==> config.mk <==
export PLATFORM = sky130hd
export DESIGN_NAME = disc_reader
export DESIGN_NICKNAME = d
export VERILOG_FILES = /design/src/rtl/disc_reader_pkg.sv /design/src/rtl/disc_reader_edge_det.sv /design/src/rtl/disc_reader.sv
export SDC_FILE = /design/constraint.sdc
export NUM_CORES = 1
export LEC_CHECK = 0
export CORE_MARGIN = 1.5
export CORE_UTILIZATION = 40
export CTS_CLUSTER_SIZE = 24
export DETAILED_ROUTE_END_ITERATION = 8
export PLACE_DENSITY = 0.68
export SLEW_MARGIN = 15
export SYNTH_ARGS = -nofsm -noshare
export SYNTH_HDL_FRONTEND = slang
export SYNTH_SLANG_ARGS = --single-unit
export TNS_END_PERCENT = 10
==> constraint.sdc <==
create_clock -name CLOCK -period 4 [get_ports CLOCK]
set_input_delay 0.6 -clock CLOCK [delete_from_list [all_inputs] [get_ports CLOCK]]
set_output_delay 0.6 -clock CLOCK [all_outputs]
set_load 0.05 [all_outputs]
==> src/rtl/disc_reader_pkg.sv <==
// Shared widths, codes and byte-packing helper for the floppy flux/index timestamper.
package disc_reader_pkg;

  localparam int unsigned CNT_WIDTH  = 7;
  localparam int unsigned DATA_WIDTH = CNT_WIDTH + 1;
  localparam int unsigned IDX_BIT    = CNT_WIDTH;

  typedef logic [CNT_WIDTH-1:0]  count_t;
  typedef logic [DATA_WIDTH-1:0] sample_t;

  localparam count_t CARRY_CODE = '1;

  // Per-cycle action chosen by the datapath, in priority order.
  typedef enum logic [2:0] {
    ACT_HOLD,
    ACT_STOP,
    ACT_PENDING,
    ACT_EVENT,
    ACT_CARRY,
    ACT_COLLIDE,
    ACT_COUNT
  } action_t;

  function automatic sample_t pack_sample(input logic idx, input count_t cnt);
    sample_t s;
    s                  = '0;
    s[CNT_WIDTH-1:0]   = cnt;
    s[IDX_BIT]         = idx;
    return s;
  endfunction

endpackage

==> src/rtl/disc_reader_edge_det.sv <==
// Rising-edge detector whose history register advances only on clock-enabled cycles.
module disc_reader_edge_det (
  input  logic clk,
  input  logic rst,
  input  logic clken,
  input  logic din,
  output logic rise
);

  logic prev;

  always_ff @(posedge clk) begin
    if (rst) begin
      prev <= 1'b0;
    end else if (clken) begin
      prev <= din;
    end
  end

  assign rise = din & ~prev;

endmodule

==> src/rtl/disc_reader.sv <==
// Flux/index interval timestamper: one {idx, interval} byte per event, carry bytes on overflow.
module disc_reader
  import disc_reader_pkg::*;
(
  input  logic                  CLOCK,
  input  logic                  RESET,
  input  logic                  CLKEN,
  input  logic                  RUN,
  input  logic                  FD_RDDATA_IN,
  input  logic                  FD_INDEX_IN,
  output logic [DATA_WIDTH-1:0] DATA,
  output logic                  WRITE
);

  logic               rd_edge;
  logic               idx_edge;
  logic               event_hit;
  count_t             counter;
  logic               pending;
  logic               pend_idx;
  logic [CNT_WIDTH:0] count_inc;
  action_t            act;

  disc_reader_edge_det u_rd_edge (
    .clk   (CLOCK),
    .rst   (RESET),
    .clken (CLKEN),
    .din   (FD_RDDATA_IN),
    .rise  (rd_edge)
  );

  disc_reader_edge_det u_idx_edge (
    .clk   (CLOCK),
    .rst   (RESET),
    .clken (CLKEN),
    .din   (FD_INDEX_IN),
    .rise  (idx_edge)
  );

  assign event_hit = rd_edge | idx_edge;
  assign count_inc = {1'b0, counter} + 1'b1;

  // Counter never exceeds CARRY_CODE-1, so count_inc tops out at CARRY_CODE.
  always_comb begin
    act = ACT_HOLD;
    if (!CLKEN) begin
      act = ACT_HOLD;
    end else if (!RUN) begin
      act = ACT_STOP;
    end else if (pending) begin
      act = ACT_PENDING;
    end else if (count_inc == {1'b0, CARRY_CODE}) begin
      act = event_hit ? ACT_COLLIDE : ACT_CARRY;
    end else if (event_hit) begin
      act = ACT_EVENT;
    end else begin
      act = ACT_COUNT;
    end
  end

  always_ff @(posedge CLOCK) begin
    if (RESET) begin
      DATA     <= '0;
      WRITE    <= 1'b0;
      counter  <= '0;
      pending  <= 1'b0;
      pend_idx <= 1'b0;
    end else begin
      WRITE <= 1'b0;
      unique case (act)
        ACT_HOLD: ;
        ACT_STOP: begin
          counter <= '0;
          pending <= 1'b0;
        end
        ACT_PENDING: begin
          DATA    <= pack_sample(pend_idx | idx_edge, '0);
          WRITE   <= 1'b1;
          pending <= 1'b0;
          counter <= count_inc[CNT_WIDTH-1:0];
        end
        ACT_EVENT: begin
          DATA    <= pack_sample(idx_edge, count_inc[CNT_WIDTH-1:0]);
          WRITE   <= 1'b1;
          counter <= '0;
        end
        ACT_CARRY: begin
          DATA    <= pack_sample(1'b0, CARRY_CODE);
          WRITE   <= 1'b1;
          counter <= '0;
        end
        ACT_COLLIDE: begin
          DATA     <= pack_sample(1'b0, CARRY_CODE);
          WRITE    <= 1'b1;
          counter  <= '0;
          pending  <= 1'b1;
          pend_idx <= idx_edge;
        end
        ACT_COUNT: begin
          counter <= count_inc[CNT_WIDTH-1:0];
        end
        default: ;
      endcase
    end
  end

endmodule

# [Word level (Yosys, flattened, before mapping)]
# Index checks and enable logic that the tools add are counted.
[totals] register_bits=20 input_bits=6 out_inout_bits=9 elab_cells=39
[classes] addsub=1 eq_ne=7 muxes=10 bitwise_logic=6 reduce_logical=8
[op_table] cell="8-bit case mux with 3 select lines" n=1
[op_table] cell="3-bit two-way mux" n=5
[op_table] cell="7-bit case mux with 2 select lines" n=1
[op_table] cell="3-bit equality test (second input constant)" n=3
[op_table] cell="7-bit by 1-bit adder with 8-bit output (second input constant)" n=1
[op_table] cell="8-bit by 7-bit equality test with 1-bit output (second input constant)" n=1
[op_table] cell="4-bit OR reduction" n=2
[op_table] cell="3-bit by 2-bit equality test with 1-bit output (second input constant)" n=2
[op_table] cell="2-bit OR reduction" n=3
[op_table] cell="2-bit nonzero test" n=2
[op_table] cell="3-bit by 1-bit equality test with 1-bit output (second input constant)" n=1
[op_table] cell="3-bit nonzero test" n=1
[op_table] cell="1-bit AND" n=2
[op_table] cell="1-bit two-way mux" n=2
[op_table] cell="1-bit inverter" n=2
[op_table] cell="1-bit bitwise OR" n=2
[op_table] cell="1-bit case mux with 2 select lines" n=1

# [Depth between registers and ports, before layout]
# Gate-level depths: netlist (run 1).
[depth] word_depth=11 depth_mapped=9

# [Hierarchy]
# Synthesis (run 1) repeated with hierarchy kept, for this count alone.
[unflattened] hier_cells=130 hier_area_um2=1111.1
[by_module_without_submodules] module="disc_reader" instances=1 cells_per_inst=122 area_each_um2=1031.0 seq_area_each_um2=360.3
[by_module_without_submodules] module="disc_reader_edge_det" instances=2 cells_per_inst=4 area_each_um2=40.0 seq_area_each_um2=20.0

# [Least setup slack after synthesis (run 1)]
# OpenSTA, ideal clock, no wires.
[synth_timing] path_type="flip-flop to flip-flop" from="register counter[0]" to="register counter[1]" setup_time_ps=128 t_arrival_ps=1700 required_time_ps=3872 setup_slack_ps=2172 path_stages_with_launch=9 synth_period_minus_slack_ps=1828 cell_sequence="dfxtp_1 -> ha_1 -> xor2_1 -> nor4b_2 -> o211ai_1 -> buf_2 -> buf_6 -> a32oi_1 -> nor2_1"
[synth_via] elab_chain_cells=9 word_cells_on_any_way=16
[synth_lines] item="from (decl)" line="disc_reader.sv:18" source="count_t counter;"
[synth_lines] item="from (signal assigned)" line="disc_reader.sv:80" source="counter <= count_inc[CNT_WIDTH-1:0];"
[synth_lines] item="from (signal assigned)" line="disc_reader.sv:100" source="counter <= count_inc[CNT_WIDTH-1:0];"
[synth_lines] item="7-bit by 1-bit adder with 8-bit output *" line="disc_reader.sv:41" source="assign count_inc = {1'b0, counter} + 1'b1;"
[synth_lines] item="8-bit by 7-bit equality test with 1-bit output" line="disc_reader.sv:52" source="end else if (count_inc == {1'b0, CARRY_CODE}) begin"
[synth_lines] item="3-bit two-way mux" line="disc_reader.sv:52"
[synth_lines] item="3-bit two-way mux" line="disc_reader.sv:50" source="end else if (pending) begin"
[synth_lines] item="3-bit two-way mux" line="disc_reader.sv:48" source="end else if (!RUN) begin"
[synth_lines] item="3-bit two-way mux" line="disc_reader.sv:46" source="if (!CLKEN) begin"
[synth_lines] item="3-bit equality test, or another cell as far along" line="disc_reader.sv:70" source="unique case (act)"
[synth_lines] item="4-bit OR reduction (no source line) / 2-bit OR reduction (equally long branches)"
[synth_lines] item="7-bit case mux with 2 select lines / 2-bit nonzero test (equally long branches)"
# Every way passes the cells marked *; elsewhere a longest branch is shown, timed or not.
# A chain may end at the register's enable or synchronous reset.

# [Final worst setup path (run 1)]
[layout_timing] from="register counter[0]" to="register pend_idx"
[layout_via] elab_chain_cells=7
[layout_lines] item="7-bit by 1-bit adder with 8-bit output" line="disc_reader.sv:41"
[layout_lines] item="8-bit by 7-bit equality test with 1-bit output" line="disc_reader.sv:52"
[layout_lines] item="3-bit two-way mux" line="disc_reader.sv:52"
[layout_lines] item="3-bit two-way mux" line="disc_reader.sv:50"
[layout_lines] item="3-bit two-way mux" line="disc_reader.sv:48"
[layout_lines] item="3-bit two-way mux" line="disc_reader.sv:46"
[layout_lines] item="3-bit equality test" line="disc_reader.sv:70"
[layout_lines] item="to (signal assigned)" line="disc_reader.sv:97" source="pend_idx <= idx_edge;"
[layout_lines] item="to (decl)" line="disc_reader.sv:20" source="logic pend_idx;"
# Every way passes these cells.

==> results of run 1 <==
[area by class of cell]
| type | count | area (um^2) |
|---|---|---|
| Fill cell | 249 | 1277 |
| Multi-Input combinational cell | 92 | 588.1 |
| Timing Repair Buffer | 15 | 147.6 |
| Clock buffer | 3 | 22.52 |
| Tap cell | 30 | 37.54 |
| Sequential cell | 20 | 400.4 |
| Inverter | 7 | 26.28 |
[worst paths after layout]
check / slack (ps) / cells after the start / end / start
setup / recovery: 1480 / 7 / pend_idx / counter[0]
hold / removal: 480 / 1 / DATA[2] / DATA[2]
setup reg to reg: 1480 / 7 / pend_idx / counter[0]
hold reg to reg: 480 / 1 / DATA[2] / DATA[2]
[per-layer routing]
layer	track usage, %	vias up
met3	5.738	8
met2	27.38	28
li1	-	480
met4	7.083	0
met1	22.54	444
met5	0	-
[sequential cells by signal, indices dropped and copies added, names as in the netlist]
register	count
u_rd_edge.prev	1
WRITE	1
u_idx_edge.prev	1
pend_idx	1
counter	7
DATA	8
pending	1
[per-stage QoR]
step                total power, mW  instances  hold slack [ps]  setup slack, ps
floorplan                    0.2426        127            448.3             2172
global placement             0.2571        164            454.7             1551
detailed placement           0.2576        164            458.2             1544
CTS                          0.3552        167            485.5             1514
global route                 0.3663        167            501.8             1267
finish                       0.3501        167            478.2             1476
[kinds of logic (layout without fill, tap and decap cells)]
| kind of cell | Yosys count | after routing | synth area share (%) |
|---|---|---|---|
| buffers and inverters | 15 | 25 | 7.168 |
| XOR/XNOR | 3 | 3 | 2.468 |
| flip-flops | 20 | 20 | 37.60 |
| AND/OR/NAND/NOR | 43 | 43 | 20.68 |
| multiplexers | 3 | 3 | 2.820 |
| AO/OA/AOI/OAI | 41 | 41 | 26.91 |
| adder cells (fa/ha/maj) | 2 | 2 | 2.350 |
[cell usage after synthesis, types with 3 or more instances]
cell,number,area share (%)
nor3_1,3,1.4
dfxtp_1,20,38
inv_1,7,2.5
o21ai_0,5,2.3
nor2b_1,4,2.3
nor2_1,11,3.9
o211ai_1,4,2.8
o21a_1,3,2.1
mux2i_1,3,2.8
a22o_1,5,4.1
nand2_1,12,4.2
a21oi_1,10,4.7
buf_4,3,2.1
nand3_1,4,1.9
[power groups by stage]
stage	logic, mW	clock network (mW)	registers (mW)
global route	0.0514	0.107	0.207
detailed placement	0.0463	0	0.211
global placement	0.0458	0	0.211
CTS	0.0464	0.102	0.207
floorplan	0.0243	0	0.218
finish	0.0464	0.0970	0.207
==> results.py, run 1 <==
metrics = {
    "worst_setup_path": {
        "path_buf_inv": 1,
        "cpPeakStageDelay_ps": 480,
        "critPathTopFamily": "simple AND/OR/NAND/NOR gates",
        "cp_max_fo": 15,
        "worstPathArrival_ps": 2750,
        "critPathKind": "reg -> reg",
        "critical_path_required_ps": 4220,
        "cp_cell_sequence": "ha_1, xor2_1, nor4b_2, o211ai_1, buf_4, or4b_1, a21oi_1",
        "crit_path_end_kind": "flip-flop",
        "cpMaxStageDelayCell": "dfxtp_1",
        "setup.worst_path.start_class": "flip-flop",
    },
    "global_routing": {
        "grt_pass1_wl_um": 3781,
        "overflow": 0,
        "antenna_found_initial": 0,
        "grt_max_degree": 19,
        "grt_pass1_vias": 847,
        "grt.total_usage_pct": 17.70,
    },
    "final_layout": {
        "antenna_cells": 0,
        "fin_area_um2": 1222,
        "layout.nets": 147,
        "post_route_cells_drive_above_1_share_pct": 5.109,
        "layout_commonest_cell": "dfxtp_1",
        "final_cell_mix": "dfxtp_1, clkdlybuf4s50_1, nand2_1",
        "area.growth.synth_to_final_pct": 14.81,
        "final_core_util_pct": 48.90,
    },
    "synth": {
        "async_flop_share_pct": 0,
        "syn_area_um2": 1065,
        "yosysSeqAreaShare_pct": 37.60,
        "ys_ff_latch": 20,
        "syn_area_per_cell_um2": 8.384,
        "synth_ff_type": "dfxtp_1",
        "synth_edf_count": 0,
        "synthDistinctLibCells": 39,
        "ys_warn_count": 0,
        "syn_nets": 135,
        "synth_cells": 127,
    },
    "min_path": {
        "hold_path.class": "reg -> reg",
    },
    "drt": {
        "num_vias": 960,
        "detail-route-antenna-nets": 0,
        "wl_met2_um": 1059,
        "drcViolationCount": 0,
        "wl_met3_um": 111,
        "top_layer": "met4",
        "vias_per_cell": 5.749,
        "wl_um": 2214,
        "drt-met1-wl_um": 995,
        "drt_first_iter_violations": 27,
        "drt_first_pass_iters": 4,
        "wl_per_cell_um": 13.26,
    },
    "placed_design": {
        "placed_cell_area_um2": 1200,
        "numPortBuffers": 14,
        "hpwl_um": 1611,
        "gp_congestion": 0.8816,
    },
    "power_and_ir_drop": {
        "p_comb_share_pct": 13.3,
        "p_sw_share_pct": 26.76,
        "vdd_drop_max_mv": 0.2044,
        "power_leakage_nw": 0.4317,
        "power.density_nw_per_um2": 286.4,
        "clock_power_share_pct": 27.7,
        "seqPwrFrac_pct": 59.1,
        "switching_power_uw": 93.68,
        "intPower_uw": 256.4,
    },
    "floorplan": {
        "start_util_pct": 42.59,
        "num_io_pins": 15,
        "die_x_um": 54.60,
        "num_rows": 18,
        "core_um2": 2500,
        "die_area_um2": 2981,
        "die_h_um": 54.60,
    },
    "timing": {
        "fmax_ghz": 0.3963,
        "slew_viol_final": 0,
        "rsz0062_at_grt": "no",
        "setup_viol": 0,
        "hold_viol": 0,
        "min_period_over_period_pct": 63.09,
        "worst_clock_skew_ps": 1.283,
        "post-route-min-period_ps": 2524,
        "slew_headroom_pct": 56.65,
        "tns_ps": 0,
        "worstMarginPinSlew_ps": 648.2,
    },
    "job": {
        "maxCapViolCount": 0,
    },
    "clock_network": {
        "cts_buffer_depth": 2,
        "clock_sinks": 20,
        "post-cts-setup-buffers": 0,
        "numCtsBuffers": 3,
        "cts_tree": "built",
        "cts-resized-gates": 0,
        "cts-root-buf": "clkbuf_4",
        "htree_num_levels": 1,
        "cts_hold_buf": 0,
        "clk_latency_ps": 300,
        "path_clk_slew_ps": 110,
    },
    "outcome": {
        "status": "complete, no violations",
    },
}
(Power assumes the default switching activity.)
==> run 2, diff against run 1 <==
clock period = 2.6 ns   (was 4 ns; I/O delays follow)
==> run 2 against run 1 <==
Against the previous run:
- critical path depth shrank 1
- critical path type unchanged
- highest routed layer unchanged
- first-iteration DRC count grew 22%
- critical endpoint unchanged
- clock-buffer cell count grew 1
- sequential share of layout area shrank 1.1 points
- fmax grew 17%
- die area is the same
- via count grew 1.3%
- sequential power grew 54%
- utilization grew 1.8 points
- final cell count grew 3.0%
- wire length grew 7.5%
- hold slack gained 9.3 ps
==> results.py, run 2 (same netlist as run 1, synthesis figures left out) <==
metrics = {
    "final_layout": {
        "fin_area_um2": 1266,
        "layout.nets": 151,
        "largest_reg_flops": 8,
        "layout_commonest_cell": "dfxtp_1",
        "top_register": "DATA",
        "antenna_cells": 0,
        "final_cell_mix": "dfxtp_1, clkdlybuf4s50_1, nand2_1",
        "area.growth.synth_to_final_pct": 18.92,
        "post_route_cells_drive_above_1_share_pct": 8.451,
        "top_regs": "DATA (8), counter (7)",
    },
    "timing": {
        "setup_viol": 0,
        "fmax_ghz": 0.4640,
        "worst_clock_skew_ps": 5.465,
        "worstMarginPinSlew_ps": 577.9,
        "post-route-min-period_ps": 2155,
        "tns_ps": 0,
        "min_period_over_period_pct": 82.90,
        "slew_viol_final": 0,
        "holdWs_ps": 487.5,
        "setup_ws_ps": 444.7,
        "hold_viol": 0,
        "rsz0062_at_grt": "no",
        "slew_headroom_pct": 61.39,
    },
    "placed_design": {
        "dp_slack_ps": 441.6,
        "gp_congestion": 0.8839,
        "placed_cell_area_um2": 1230,
        "numPortBuffers": 14,
        "hpwl_um": 1787,
    },
    "clock_network": {
        "cts-root-buf": "clkbuf_4",
        "cts_tree": "built",
        "post-cts-setup-buffers": 0,
        "htree_num_levels": 1,
        "clock_sinks": 20,
        "clk_latency_ps": 300,
        "cts_buffer_depth": 2,
        "numCtsBuffers": 3,
        "path_clk_slew_ps": 110,
        "cts-resized-gates": 0,
        "cts_hold_buf": 0,
    },
    "global_routing": {
        "overflow": 0,
        "gr-usage-met1_pct": 23.46,
        "grt_max_degree": 13,
        "busiest_layer": "met2",
        "grt_util_met2_pct": 28.57,
        "grt_pass1_wl_um": 3850,
        "grt_pass1_vias": 865,
        "antenna_found_initial": 0,
        "met3_usage_pct": 6.284,
        "grt.total_usage_pct": 17.85,
    },
    "worst_setup_path": {
        "cp_max_fo": 7,
        "startpoint": "counter[0]",
        "critical_path_required_ps": 2840,
        "cpPeakStageDelay_ps": 490,
        "cp_cell_sequence": "ha_1, xor2_1, nor4b_2, o211ai_1, or4b_1, a21oi_1",
        "cpMaxStageDelayCell": "or4b_1",
        "worstReg2RegEnd": "pend_idx",
        "r2r_cells": 6,
        "crit_path_end_kind": "flip-flop",
        "r2r_start": "counter[0]",
        "setup.worst_path.start_class": "flip-flop",
        "reg2reg_slack_ps": 440,
        "crit_end": "pend_idx",
        "worstPathArrival_ps": 2390,
        "critPathKind": "reg -> reg",
    },
    "power_and_ir_drop": {
        "intPower_uw": 429.5,
        "p_sw_share_pct": 25.43,
        "clock_power_share_pct": 31.5,
        "power.density_nw_per_um2": 454.9,
        "power_leakage_nw": 0.4577,
        "p_comb_share_pct": 13.2,
        "seqPwrFrac_pct": 55.3,
        "vdd_drop_max_mv": 0.4636,
        "switching_power_uw": 146.5,
    },
    "job": {
        "maxCapViolCount": 0,
    },
    "floorplan": {
        "die_x_um": 54.60,
        "die_h_um": 54.60,
        "num_io_pins": 15,
        "die_area_um2": 2981,
        "core_um2": 2500,
        "num_rows": 18,
        "start_util_pct": 42.59,
    },
    "drt": {
        "wl_um": 2380,
        "detail-route-antenna-nets": 0,
        "drt_first_pass_iters": 4,
        "drt_first_iter_violations": 33,
        "wl_per_cell_um": 13.84,
        "drcViolationCount": 0,
        "vias_per_cell": 5.651,
        "num_vias": 972,
    },
    "min_path": {
        "hold_path.class": "reg -> reg",
        "min_from": "pend_idx",
    },
    "outcome": {
        "status": "complete, no violations",
    },
}
## run 2: layout make-up
type / instances / area, um^2
clock buffer: 4 / 36.28
inverter: 7 / 26.28
fill: 253 / 1234
timing repair buffer: 19 / 177.7
sequential: 20 / 400.4
tap: 30 / 37.54
multi-input combinational: 92 / 588.1
## run 2: power groups by stage
stage               registers (mW)  logic, mW  clock network, mW
global placement             0.325     0.0750                  0
finish                       0.318     0.0762              0.181
global route                 0.319     0.0833              0.197
CTS                          0.318     0.0761              0.187
floorplan                    0.336     0.0374                  0
detailed placement           0.326     0.0758                  0
## run 2: metrics by stage
step | utilization [%] | power, mW | instances
CTS | 50.65 | 0.5811 | 172
global route | 50.65 | 0.5992 | 172
floorplan | - | 0.3733 | 127
finish | 50.65 | 0.5760 | 172
global placement | 49.20 | 0.3998 | 168
detailed placement | 49.20 | 0.4013 | 168
## run 2: how the worst min path moves through the flow
stage / end / slack, ps / cells past startpoint
after floorplan: pend_idx / 450 / 2
after global placement: DATA[2] / 460 / 1
after global routing: DATA[2] / 500 / 1
after detailed placement: DATA[2] / 470 / 1
after CTS: DATA[5] / 490 / 2
final: pend_idx / 490 / 2
## run 2: worst max-delay path: cells and delay by family, from the launching register on
kind,cells,cell delay (ps)
compound gates,2,340
xor+xnor,1,210
fa+ha+maj,1,330
flops,1,460
simple gates,2,760
## run 2: per-layer routing
layer / vias to the layer above / part of all wire, %
li1: 488 / -
met1: 464 / 48
met2: 18 / 47
met3: 2 / 4.2
met4: 0 / 0.50
met5: - / 0
